### config.mk
export PLATFORM = sky130hd
export DESIGN_NAME = metronome_click
export DESIGN_NICKNAME = d
export VERILOG_FILES = /design/src/rtl/metronome_pkg.sv /design/src/rtl/click_envelope.sv /design/src/rtl/metronome_click.sv
export SDC_FILE = /design/constraint.sdc
export NUM_CORES = 1
export LEC_CHECK = 0
export BUFFER_PORTS_ARGS = -buffer_cell sky130_fd_sc_hd__buf_2
export CELL_PAD_IN_SITES_DETAIL_PLACEMENT = 0
export CELL_PAD_IN_SITES_GLOBAL_PLACEMENT = 1
export CORE_MARGIN = 2
export CORE_UTILIZATION = 45
export DETAILED_ROUTE_END_ITERATION = 12
export PLACE_DENSITY = 0.81
export SLEW_MARGIN = 30
export SYNTH_ARGS = -nofsm -noshare
export SYNTH_HDL_FRONTEND = slang
export SYNTH_SLANG_ARGS = --single-unit
### constraint.sdc
create_clock -name clk -period 3.68 [get_ports clk]
set_input_delay 0.368 -clock clk [delete_from_list [all_inputs] [get_ports clk]]
set_output_delay 0.368 -clock clk [all_outputs]
set_load 0.05 [all_outputs]
### src/rtl/metronome_pkg.sv
// Shared state encoding, default click constants and counter sizing helper
// for the metronome click generator.
package metronome_pkg;

  typedef enum logic [0:0] {
    StIdle,
    StClick
  } click_state_e;

  localparam int unsigned DefHalfPeriod = 24;
  localparam int unsigned DefBurstLen   = 480;
  localparam int unsigned DefDecayLen   = 96;
  localparam logic [15:0] DefAmpNormal  = 16'h2000;
  localparam logic [15:0] DefAmpAccent  = 16'h4000;

  // Bits needed to count 0..v-1, never less than one.
  function automatic int unsigned cnt_width(input int unsigned v);
    return (v > 1) ? $clog2(v) : 1;
  endfunction

endpackage

### src/rtl/click_envelope.sv
// Click amplitude envelope: loads an initial amplitude and halves it every
// DECAY_LEN served samples.
module click_envelope
  import metronome_pkg::*;
#(
  parameter int unsigned DECAY_LEN = DefDecayLen
) (
  input  logic        clk,
  input  logic        reset,
  input  logic        load,
  input  logic [15:0] load_amp,
  input  logic        step,
  input  logic        clear,
  output logic [15:0] amp
);

  localparam int unsigned    DW        = cnt_width(DECAY_LEN);
  localparam logic [DW-1:0]  DecayLast = DW'(DECAY_LEN - 1);

  logic [DW-1:0] decay_cnt;
  logic [DW-1:0] base_cnt;
  logic [15:0]   base_amp;

  // A load in the same cycle as a step takes effect before the step.
  always_comb begin
    base_amp = load ? load_amp : amp;
    base_cnt = load ? '0 : decay_cnt;
  end

  always_ff @(posedge clk or posedge reset) begin
    if (reset) begin
      amp       <= '0;
      decay_cnt <= '0;
    end else if (clear) begin
      amp       <= '0;
      decay_cnt <= '0;
    end else if (step) begin
      if (base_cnt == DecayLast) begin
        decay_cnt <= '0;
        amp       <= base_amp >> 1;
      end else begin
        decay_cnt <= base_cnt + 1'b1;
        amp       <= base_amp;
      end
    end else begin
      amp       <= base_amp;
      decay_cnt <= base_cnt;
    end
  end

endmodule

### src/rtl/metronome_click.sv
// Metronome click generator: a decaying square-wave burst started on each
// tick rising edge, served one sample per codec request.
module metronome_click
  import metronome_pkg::*;
#(
  parameter int unsigned HALF_PERIOD = DefHalfPeriod,
  parameter int unsigned BURST_LEN   = DefBurstLen,
  parameter int unsigned DECAY_LEN   = DefDecayLen,
  parameter logic [15:0] AMP_NORMAL  = DefAmpNormal,
  parameter logic [15:0] AMP_ACCENT  = DefAmpAccent
) (
  input  logic               clk,
  input  logic               reset,
  input  logic               tick,
  input  logic [2:0]         speed,
  input  logic               sample_req,
  output logic signed [15:0] sample,
  output logic               sample_valid,
  output logic               click_active,
  output logic [1:0]         beat_count
);

  localparam int unsigned   HW         = cnt_width(HALF_PERIOD);
  localparam int unsigned   SW         = cnt_width(BURST_LEN);
  localparam logic [HW-1:0] HalfLast   = HW'(HALF_PERIOD - 1);
  localparam logic [SW-1:0] SampleLast = SW'(BURST_LEN - 1);

  click_state_e  state, state_d;
  logic          tick_d;
  logic          phase;
  logic [HW-1:0] half_cnt;
  logic [SW-1:0] sample_cnt;
  logic [15:0]   amp;

  logic          trigger, stopped, in_click, serve_click, burst_end;
  logic          eff_phase;
  logic [HW-1:0] eff_half;
  logic [SW-1:0] eff_scnt;
  logic [15:0]   init_amp, eff_amp, sample_d;

  // eff_* are the burst variables after a same-cycle trigger is applied.
  always_comb begin
    stopped     = (speed == 3'd0);
    trigger     = tick & ~tick_d & ~stopped;
    init_amp    = (beat_count == 2'd0) ? AMP_ACCENT : AMP_NORMAL;
    in_click    = trigger | (state == StClick);
    eff_phase   = trigger ? 1'b1 : phase;
    eff_half    = trigger ? '0 : half_cnt;
    eff_scnt    = trigger ? '0 : sample_cnt;
    eff_amp     = trigger ? init_amp : amp;
    serve_click = sample_req & in_click;
    burst_end   = serve_click & (eff_scnt == SampleLast);
    sample_d    = '0;
    if (serve_click) sample_d = eff_phase ? eff_amp : 16'h0 - eff_amp;
    state_d = state;
    if (stopped || burst_end) state_d = StIdle;
    else if (trigger)         state_d = StClick;
  end

  click_envelope #(
    .DECAY_LEN(DECAY_LEN)
  ) u_envelope (
    .clk     (clk),
    .reset   (reset),
    .load    (trigger),
    .load_amp(init_amp),
    .step    (serve_click),
    .clear   (burst_end | stopped),
    .amp     (amp)
  );

  always_ff @(posedge clk or posedge reset) begin
    if (reset) begin
      state        <= StIdle;
      tick_d       <= 1'b1;
      sample       <= '0;
      sample_valid <= 1'b0;
      click_active <= 1'b0;
      sample_cnt   <= '0;
      half_cnt     <= '0;
      phase        <= 1'b1;
      beat_count   <= '0;
    end else begin
      tick_d       <= tick;
      state        <= state_d;
      click_active <= (state_d == StClick);
      sample_valid <= sample_req;
      if (sample_req) sample <= sample_d;

      if (stopped)      beat_count <= '0;
      else if (trigger) beat_count <= beat_count + 2'd1;

      if (state_d == StIdle) begin
        sample_cnt <= '0;
        half_cnt   <= '0;
        phase      <= 1'b1;
      end else if (serve_click) begin
        sample_cnt <= eff_scnt + 1'b1;
        if (eff_half == HalfLast) begin
          half_cnt <= '0;
          phase    <= ~eff_phase;
        end else begin
          half_cnt <= eff_half + 1'b1;
          phase    <= eff_phase;
        end
      end else begin
        sample_cnt <= eff_scnt;
        half_cnt   <= eff_half;
        phase      <= eff_phase;
      end
    end
  end

endmodule

==> results.cfg, run 1 <==
[logic_synthesis]
syn-cell-area_um2 = 3160
synthArstFlopShare_pct = 100
synth.avg_cell_area_um2 = 9.74
synth-main-ff-cell = dfrtp_1
synthCells = 325
synth_seq_cells = 59
synth.net_count = 337
synth_edf_count = 0
yosys_warnings = 0
yosysSeqAreaShare_pct = 46.7
ys_types = 58

[power_and_ir_drop]
p_leak_uw = 0.00153
power_density_nw_per_um2 = 486
irDropWorstVdd_v = 0.000288

[cts]
ctsLongestPathBuffers = 2
cts.clk_slew.worst_paths_ns = 0.07
numCtsBuffers = 9
clock-sinks = 59
clockRootBuffer = clkbuf_8
h-tree-depth = 3
clkLatencyLatePin_ns = 0.34
cts_resized = 0
cts_setup_buffers = 0
cts_tree = yes
ctsHoldBuffers = 0

[grt]
grtUsageTotal_pct = 20.1
overflow = 0
grt_max_degree = 41
antenna_found_initial = 0
grt_pass1_vias = 2291
grt_pass1_wl_mm = 11.8

[critical_path]
critPathLaunchType = register
cp.required_ns = 3.87
crit_path_frequent_cell = nand3_1
crit_path_top_delay_cell = dfstp_2
crit_type = reg2reg
slowest_delay_ns = 0.53
crit_fanout = 16
rrSetupSlack_ns = 0.92
r2r_end = u_envelope.decay_cnt[3]$_DFF_PP0_
r2r_start = tick_d$_DFF_PP1_
cp-startpoint = tick_d$_DFF_PP1_
cp-end-kind = register
reg2reg_depth = 8
cp.arrival_ns = 2.96
crit_chain = nand2b_1 > o21ai_0 > inv_1 > ha_1 > nand3_1 > or3_1 > nand3_1 > nor3_1

[sta]
relSlewSlack_pct = 52.0
slew_violations = 0
grt_setup_unrepaired = no
finalCritPeriodShare_pct = 75.1
maxClockFrequency_mhz = 362
fin_tns_setup_ns = 0
setup_viol = 0
finalClockSkew_ns = 0.00782
fin_crit_ns = 2.76
timing.final.ws_setup_ns = 0.917
finalHoldViolCount = 0
tightest_slew_ns = 0.718

[finish]
drive_above_1_share_pct = 17.6
area_growth_pct = 15.8
num-nets-final = 365
n_fill_cell = 604
antennaDiodeCount = 0

[routing]
wl_per_cell_um = 15.4
drtIter0Drc = 119
drc = 0
viasPerCell = 5.40
vias = 2453
dr.pass1.iters = 5
postRouteAntennaNets = 0
finalWirelength_mm = 7.01

[run_status]
status = completed

[place]
detailedPlace.worstSlack_ns = 0.825
port_buffers = 26
gp_congestion = 0.851
dp_hpwl_mm = 4.71

[floorplan]
io_pins = 27
initial_core_util_pct = 46.6
dieArea_um2 = 7720
fp.dieW_um = 87.9
num_rows = 30
core-area_um2 = 6790
die_h_um = 87.9

[job]
drv_cap = 0

[min_path]
min_path_type = in2async
==> report_power, final <==
part           switching [µW]  internal (µW)  leakage (µW)  total [µW]
sequential               36.0            688      0.000801         724
clock                     261            556      0.000137         817
combinational             164           77.0      0.000588         241
==> worst max-delay path by stage <==
stage	endpoint	slack (ns)
3_5_place_dp	u_envelope.decay_cnt[3]$_DFF_PP0_	0.82
3_3_place_gp	u_envelope.decay_cnt[3]$_DFF_PP0_	0.81
6_report	u_envelope.decay_cnt[3]$_DFF_PP0_	0.92
2_1_floorplan	u_envelope.amp[10]$_DFF_PP0_	1.06
5_1_grt	u_envelope.decay_cnt[3]$_DFF_PP0_	0.66
4_1_cts	u_envelope.decay_cnt[3]$_DFF_PP0_	0.94
==> logic make-up (layout without fill, tap and decap cells) <==
group	Yosys count	in the layout	synth area share (%)
compound gates	75	75	17.2
buf+inv	45	78	6.33
simple gates	108	108	18.1
mux	13	13	4.11
flops	59	59	46.7
fa+ha+maj	5	5	1.98
xor+xnor	20	20	5.54
==> metal layers <==
layer | global-route usage [%] | vias up | routed length, µm
li1 | - | 1221 | -
met1 | 30.9 | 1184 | 3750
met2 | 27.1 | 38 | 2920
met3 | 4.52 | 10 | 250
met4 | 7.97 | 0 | 83
met5 | 0 | - | 0
==> sequential cells by signal, indices dropped and copies added (netlist names) <==
signal	cells
u_envelope.amp	16
state	1
half_cnt	5
phase	1
sample_cnt	9
sample	16
tick_d	1
u_envelope.decay_cnt	7
beat_count	2
sample_valid	1
==> worst max-delay path: cells and delay by family (launching register included) <==
kind | cells | cell delay (ns)
compound gates | 1 | 0.20
fa+ha+maj | 1 | 0.19
buf+inv | 1 | 0.10
flops | 1 | 0.53
simple gates | 5 | 1.58
==> synth_stat cells (7+ instances only) <==
| cell | number | area share (%) |
|---|---|---|
| inv_1 | 29 | 3.4 |
| a21oi_1 | 15 | 2.4 |
| dfrtp_1 | 57 | 45 |
| nor3_1 | 11 | 1.7 |
| mux2i_1 | 13 | 4.1 |
| o22ai_1 | 12 | 2.4 |
| nand2_1 | 19 | 2.3 |
| clkbuf_1 | 8 | 0.95 |
| nor2_1 | 30 | 3.6 |
| nand3_1 | 12 | 1.9 |
| o21ai_0 | 9 | 1.4 |
| xnor2_1 | 18 | 5.0 |
| a31oi_1 | 7 | 1.4 |
==> placed cells by master (no fill, tap or decap), drive strengths merged, types with 3 or more instances in the layout <==
| cell type | count |
|---|---|
| o22ai | 12 |
| buf | 33 |
| nor3 | 13 |
| nand2 | 19 |
| o21ai | 10 |
| or3 | 5 |
| dfrtp | 57 |
| and2 | 3 |
| nor2 | 30 |
| nand2b | 4 |
| ha | 5 |
| nand4 | 6 |
| a211o | 4 |
| nand3 | 12 |
| bufinv | 4 |
| xnor2 | 18 |
| clkbuf | 12 |
| o211ai | 5 |
| nor4 | 3 |
| a21boi | 3 |
| mux2i | 13 |
| a21oi | 16 |
| inv | 28 |
| a211oi | 3 |
| a31oi | 8 |
==> layout make-up <==
| class | instances | area [µm²] | area share [%] |
|---|---|---|---|
| multi-input cells | 221 | 1490 | 40.5 |
| flip-flops and latches | 59 | 1480 | 40.4 |
| repair buffers | 33 | 195 | 5.33 |
| well taps | 96 | 120 | 3.28 |
| clock inverters | 4 | 120 | 3.28 |
| inverters | 29 | 110 | 3.00 |
| clock buffers | 12 | 155 | 4.23 |
==> stage by stage <==
stage / cells / hold WS [ns] / util (%) / total power, µW / cell area [µm²]
after floorplan: 325 / 0.372 / - / 910 / 3160
after global placement: 438 / 0.485 / 49.9 / 971 / 3390
after detailed placement: 438 / 0.493 / 49.9 / 973 / 3390
after CTS: 454 / 0.133 / 53.9 / 1790 / 3660
after global routing: 454 / 0.127 / 53.9 / 1850 / 3660
final: 454 / 0.115 / 53.9 / 1780 / 3660
No activity file was read; power rests on OpenSTA's default activity.
==> run 2: changes to the inputs <==
==> constraint.sdc (replaced) <==
create_clock -name clk -period 2.7 [get_ports clk]
set_input_delay 0.27 -clock clk [delete_from_list [all_inputs] [get_ports clk]]
set_output_delay 0.27 -clock clk [all_outputs]
set_load 0.05 [all_outputs]
==> run 2 against run 1 <==
Against the previous run: sequential cell count stayed put; count of clock-buffer cells in the layout grew 3; routed wire length fell by 0.74%; fmax grew 11%; cell area is 0.20% higher.
==> results.cfg, run 2 (synthesis gave the netlist of run 1 again) <==
[run_status]
status = completed

[floorplan]
io_pins = 27
fp.dieW_um = 87.9
initial_core_util_pct = 46.6
dieArea_um2 = 7720
core-area_um2 = 6790
die_h_um = 87.9
num_rows = 30

[grt]
grt_pass1_vias = 2423
grt_max_degree = 33
grtUsageTotal_pct = 19.9
antenna_found_initial = 0
overflow = 0
grt_pass1_wl_mm = 11.9

[critical_path]
r2r_start = tick_d$_DFF_PP1_
reg2reg_depth = 9
rrSetupSlack_ns = 0.21
cp.arrival_ns = 2.70
crit_type = reg2reg
cp-end-kind = register
r2r_end = u_envelope.amp[9]$_DFF_PP0_
cp.required_ns = 2.91
cp-startpoint = tick_d$_DFF_PP1_
crit_fanout = 21
critPathLaunchType = register
cp-endpoint = u_envelope.amp[9]$_DFF_PP0_

[finish]
final_cell_mix = 57 x dfrtp_1, 30 x nor2_1, 28 x inv_1
top_regs = sample: 16 flops, u_envelope.amp: 16 flops, sample_cnt: 9 flops
area_growth_pct = 16.1
antennaDiodeCount = 0
regArea_um2 = 1480
multi_input_area_um2 = 1490
num-nets-final = 375
drive_above_1_share_pct = 19.8
utilization_pct = 54.1
final_common_cell = dfrtp_1
n_fill_cell = 632

[sta]
finalCritPeriodShare_pct = 92.1
finalClockSkew_ns = 0.00942
finalHoldViolCount = 0
setup_viol = 0
tightest_slew_ns = 0.614
grt_setup_unrepaired = no
relSlewSlack_pct = 59.0
fin_crit_ns = 2.49
fin_tns_setup_ns = 0
maxClockFrequency_mhz = 402
slew_violations = 0

[routing]
dr.pass1.iters = 4
postRouteAntennaNets = 0
viasPerCell = 5.41
wl_per_cell_um = 15.0
finalWirelength_mm = 6.95
drtIter0Drc = 100
drc = 0
vias = 2508

[min_path]
min_path_type = in2async

[cts]
cts_setup_buffers = 0
clock-sinks = 59
clockRootBuffer = clkbuf_8
cts_tree = yes
ctsLongestPathBuffers = 2
numCtsBuffers = 9
h-tree-depth = 3
clkLatencyLatePin_ns = 0.33
cts.clk_slew.worst_paths_ns = 0.07

[power_and_ir_drop]
p_comb_share_pct = 16.4
p_leak_uw = 0.00154
internal_power_uw = 1490
switching_share_pct = 28.9
power.share.clock_pct = 36.6
irDropWorstVdd_v = 0.000311
power_density_nw_per_um2 = 570
p_sw_uw = 606
pwr-share-seq_pct = 47.0

[job]
drv_cap = 0

[place]
dp_hpwl_mm = 5.01
port_buffers = 26
gp_congestion = 0.838
run 2: cell types whose count changed in the layout (fill, tap and decap cells not counted), sizes merged:
cell    change
bufinv      -4
inv         +1
clkbuf      +3
buf        +10
run 2: worst min path at each step:
stage	from	end	cells after the start
6_report	reset	sample[2]$_DFFE_PP0P_	2
4_1_cts	reset	sample[2]$_DFFE_PP0P_	2
3_5_place_dp	reset	sample[2]$_DFFE_PP0P_	2
2_1_floorplan	tick	tick_d$_DFF_PP1_	0
5_1_grt	reset	sample[2]$_DFFE_PP0P_	2
3_3_place_gp	reset	sample[2]$_DFFE_PP0P_	2
run 2: final cells by class:
type	count	area share [%]
clock buffer	15	5.08
clock inverter	1	0.136
inverter	29	2.96
multi-input combinational	221	40.6
sequential	59	40.3
tap	96	3.27
timing repair buffer	43	7.70
run 2: what timing repair did:
item                                   in CTS  in global routing
setup endpoints to repair                   0                 11
hold buffers                                0                  0
endpoints found under the hold margin       0                  0
resized for setup                           0                  1
run 2: worst max-delay path, cell delays in order, from the launching register on:
cell	delay [ns]
dfstp_2	0.53
and2b_1	0.20
buf_4	0.15
a21boi_0	0.25
ha_1	0.27
nand2_1	0.15
a2111oi_4	0.32
buf_12	0.22
mux2i_1	0.21
nor2_1	0.06
run 2: through the flow:
stage                     hold WS (ns)  cells  power [µW]  worst slack, ns  cell area (µm²)
after floorplan                  0.274    325        1240            0.112             3160
after global placement           0.386    448        1340            0.233             3480
after detailed placement         0.381    448        1350            0.156             3480
after CTS                       0.0212    464        2110            0.123             3670
after global routing            0.0621    464        2200           0.0560             3670
final                          0.00625    464        2090            0.212             3670
run 2: power groups by stage:
stage | Combinational, µW | Clock [µW] | Sequential, µW
after detailed placement | 346 | 0 | 999
after floorplan | 200 | 0 | 1040
final | 344 | 766 | 985
after CTS | 348 | 779 | 984
after global placement | 339 | 0 | 997
after global routing | 385 | 826 | 991
run 2: metal layers:
layer	vias to the layer above	GRT usage, %	routed length [µm]	part of all wire [%]
met5	-	0	0	0
met4	0	6.71	82	1.2
li1	1241	-	-	-
met1	1224	29.4	3680	53
met3	8	3.68	213	3.1
met2	35	29.5	2980	43
==> run 3: changes to the inputs <==
--- a/config.mk
+++ b/config.mk
@@ -6,12 +6,10 @@
 export NUM_CORES = 1
 export LEC_CHECK = 0
 export BUFFER_PORTS_ARGS = -buffer_cell sky130_fd_sc_hd__buf_2
-export CELL_PAD_IN_SITES_DETAIL_PLACEMENT = 0
-export CELL_PAD_IN_SITES_GLOBAL_PLACEMENT = 1
 export CORE_MARGIN = 2
 export CORE_UTILIZATION = 45
 export DETAILED_ROUTE_END_ITERATION = 12
-export PLACE_DENSITY = 0.81
+export PLACE_DENSITY = 0.67
 export SLEW_MARGIN = 30
 export SYNTH_ARGS = -nofsm -noshare
 export SYNTH_HDL_FRONTEND = slang
==> constraint.sdc (replaced) <==
create_clock -name clk -period 3 [get_ports clk]
set_input_delay 0.3 -clock clk [delete_from_list [all_inputs] [get_ports clk]]
set_output_delay 0.3 -clock clk [all_outputs]
set_load 0.05 [all_outputs]
==> run 3 against run 2 <==
Against the previous run: register-to-register slack improved by 0.24 ns; global-route usage up 0.61 points; fmax shrank 2.4%; sequential cell count unchanged; critical path depth shrank 1; utilization about the same; via count rose by 1.4%; cell area hardly changed; first-iteration DRC count is 52% higher; power is 1.2% higher; largest power group is now the clock network; cell count fell by 1.1%; clock skew decreased by 0.0036 ns.
==> results.cfg, run 3 (synthesis gave the netlist of run 1 again) <==
[cts]
h-tree-depth = 3
numCtsBuffers = 9
ctsHoldBuffers = 0
cts_resized = 0
ctsLongestPathBuffers = 2
clkLatencyLatePin_ns = 0.33
clockRootBuffer = clkbuf_8
cts.clk_slew.worst_paths_ns = 0.07
clock-sinks = 59
cts_setup_buffers = 0
cts_tree = yes

[job]
drv_cap = 0

[finish]
area_growth_pct = 16.1
final_cell_mix = 57 x dfrtp_1, 30 x nor2_1, 28 x inv_1
top_regs = sample: 16 flops, u_envelope.amp: 16 flops, sample_cnt: 9 flops
antennaDiodeCount = 0
drive_above_1_share_pct = 19.0
final_common_cell = dfrtp_1
stdcell_count = 459
num-nets-final = 370

[sta]
slew_violations = 0
setup_viol = 0
finalCritPeriodShare_pct = 84.9
tightest_slew_ns = 0.827
grt_setup_unrepaired = no
maxClockFrequency_mhz = 392
relSlewSlack_pct = 44.8
fin_tns_setup_ns = 0
finalClockSkew_ns = 0.00579
fin_crit_ns = 2.55
finalHoldViolCount = 0
whs_ns = 0.0865

[power_and_ir_drop]
power_density_nw_per_um2 = 577
irDropWorstVdd_v = 0.000206
p_leak_uw = 0.00154

[floorplan]
io_pins = 27
initial_core_util_pct = 46.6
num_rows = 30
die_h_um = 87.9
core-area_um2 = 6790
dieArea_um2 = 7720
fp.dieW_um = 87.9

[place]
port_buffers = 26
placed_cells = 443
gp_congestion = 0.875
dp_hpwl_mm = 4.94

[critical_path]
crit_type = reg2reg
rrSetupSlack_ns = 0.45
path_buf_inv = 1
crit_path_top_delay_cell = dfstp_2
reg2reg_depth = 8
critPathLaunchType = register
crit_chain = and2b_1 > a21boi_0 > ha_1 > nand2_1 > a2111oi_4 > buf_4 > mux2i_1 > nor2_1
cp.arrival_ns = 2.77
r2r_end = u_envelope.amp[7]$_DFF_PP0_
slowest_delay_ns = 0.52
cp_top_family = compound AO/OA/AOI/OAI gates
cp-end-kind = register
cp.required_ns = 3.22
crit_fanout = 22
r2r_start = tick_d$_DFF_PP1_

[routing]
dr.pass1.iters = 5
vias = 2544
finalWirelength_mm = 7.18
drtIter0Drc = 152
drc = 0
wl_per_cell_um = 15.6
viasPerCell = 5.54
postRouteAntennaNets = 0

[grt]
grt_max_degree = 47
overflow = 0
grt_pass1_vias = 2497
grt_pass1_wl_mm = 12.2
grtUsageTotal_pct = 20.5
antenna_found_initial = 0

[run_status]
status = completed

[min_path]
min_path_type = in2async
run 3: cell count changes in the layout (fill, tap and decap cells not counted), sizes merged:
cell and delta:
buf -5, bufinv +3, clkbuf -3, clkinv +1, inv -1
run 3: layout make-up:
| type | instances | area (µm²) |
|---|---|---|
| fill | 607 | 3120 |
| multi-input combinational | 221 | 1490 |
| sequential | 59 | 1480 |
| timing repair buffer | 38 | 220 |
| clock buffer | 12 | 165 |
| tap | 96 | 120 |
| inverter | 29 | 110 |
| clock inverter | 4 | 95.1 |
run 3: metrics by stage:
step	power [µW]	setup WS [ns]	instance area, µm²	utilization, %
after global placement	1190	0.340	3410	50.2
after global routing	2220	0.243	3670	54.1
after CTS	2130	0.464	3670	54.1
after detailed placement	1200	0.333	3410	50.2
after floorplan	1120	0.412	3160	-
final	2120	0.452	3670	54.1
run 3: power breakdown:
| part | internal [µW] | switching, µW | leakage (µW) | total, µW |
|---|---|---|---|---|
| logic | 99.1 | 206 | 0.000609 | 305 |
| clock network | 619 | 311 | 0.000133 | 930 |
| registers | 844 | 41.1 | 0.000801 | 885 |
run 3: layer usage:
metal  share of wire (%)  track usage (%)  vias up
met5                   0                0        -
met4                 1.8             8.11        0
met3                 4.0             4.81       13
met2                  46             31.1       71
met1                  49             28.5     1231
li1                    -                -     1229
run 3: worst max path at each step:
| stage | startpoint | endpoint | slack (ns) | depth (start not counted) |
|---|---|---|---|---|
| after floorplan | tick_d$_DFF_PP1_ | u_envelope.amp[10]$_DFF_PP0_ | 0.41 | 10 |
| after global placement | speed[2] | u_envelope.amp[6]$_DFF_PP0_ | 0.34 | 9 |
| after detailed placement | speed[2] | u_envelope.amp[7]$_DFF_PP0_ | 0.33 | 9 |
| after CTS | tick_d$_DFF_PP1_ | u_envelope.amp[7]$_DFF_PP0_ | 0.46 | 8 |
| after global routing | tick_d$_DFF_PP1_ | u_envelope.amp[6]$_DFF_PP0_ | 0.24 | 8 |
| final | tick_d$_DFF_PP1_ | u_envelope.amp[7]$_DFF_PP0_ | 0.45 | 8 |
run 3: worst reg2reg max path, stage by stage, from the launching register on:
cell       delay, ns
dfstp_2         0.52
and2b_1         0.27
a21boi_0        0.31
ha_1            0.28
nand2_1         0.15
a2111oi_4       0.28
buf_4           0.34
mux2i_1         0.24
nor2_1          0.06
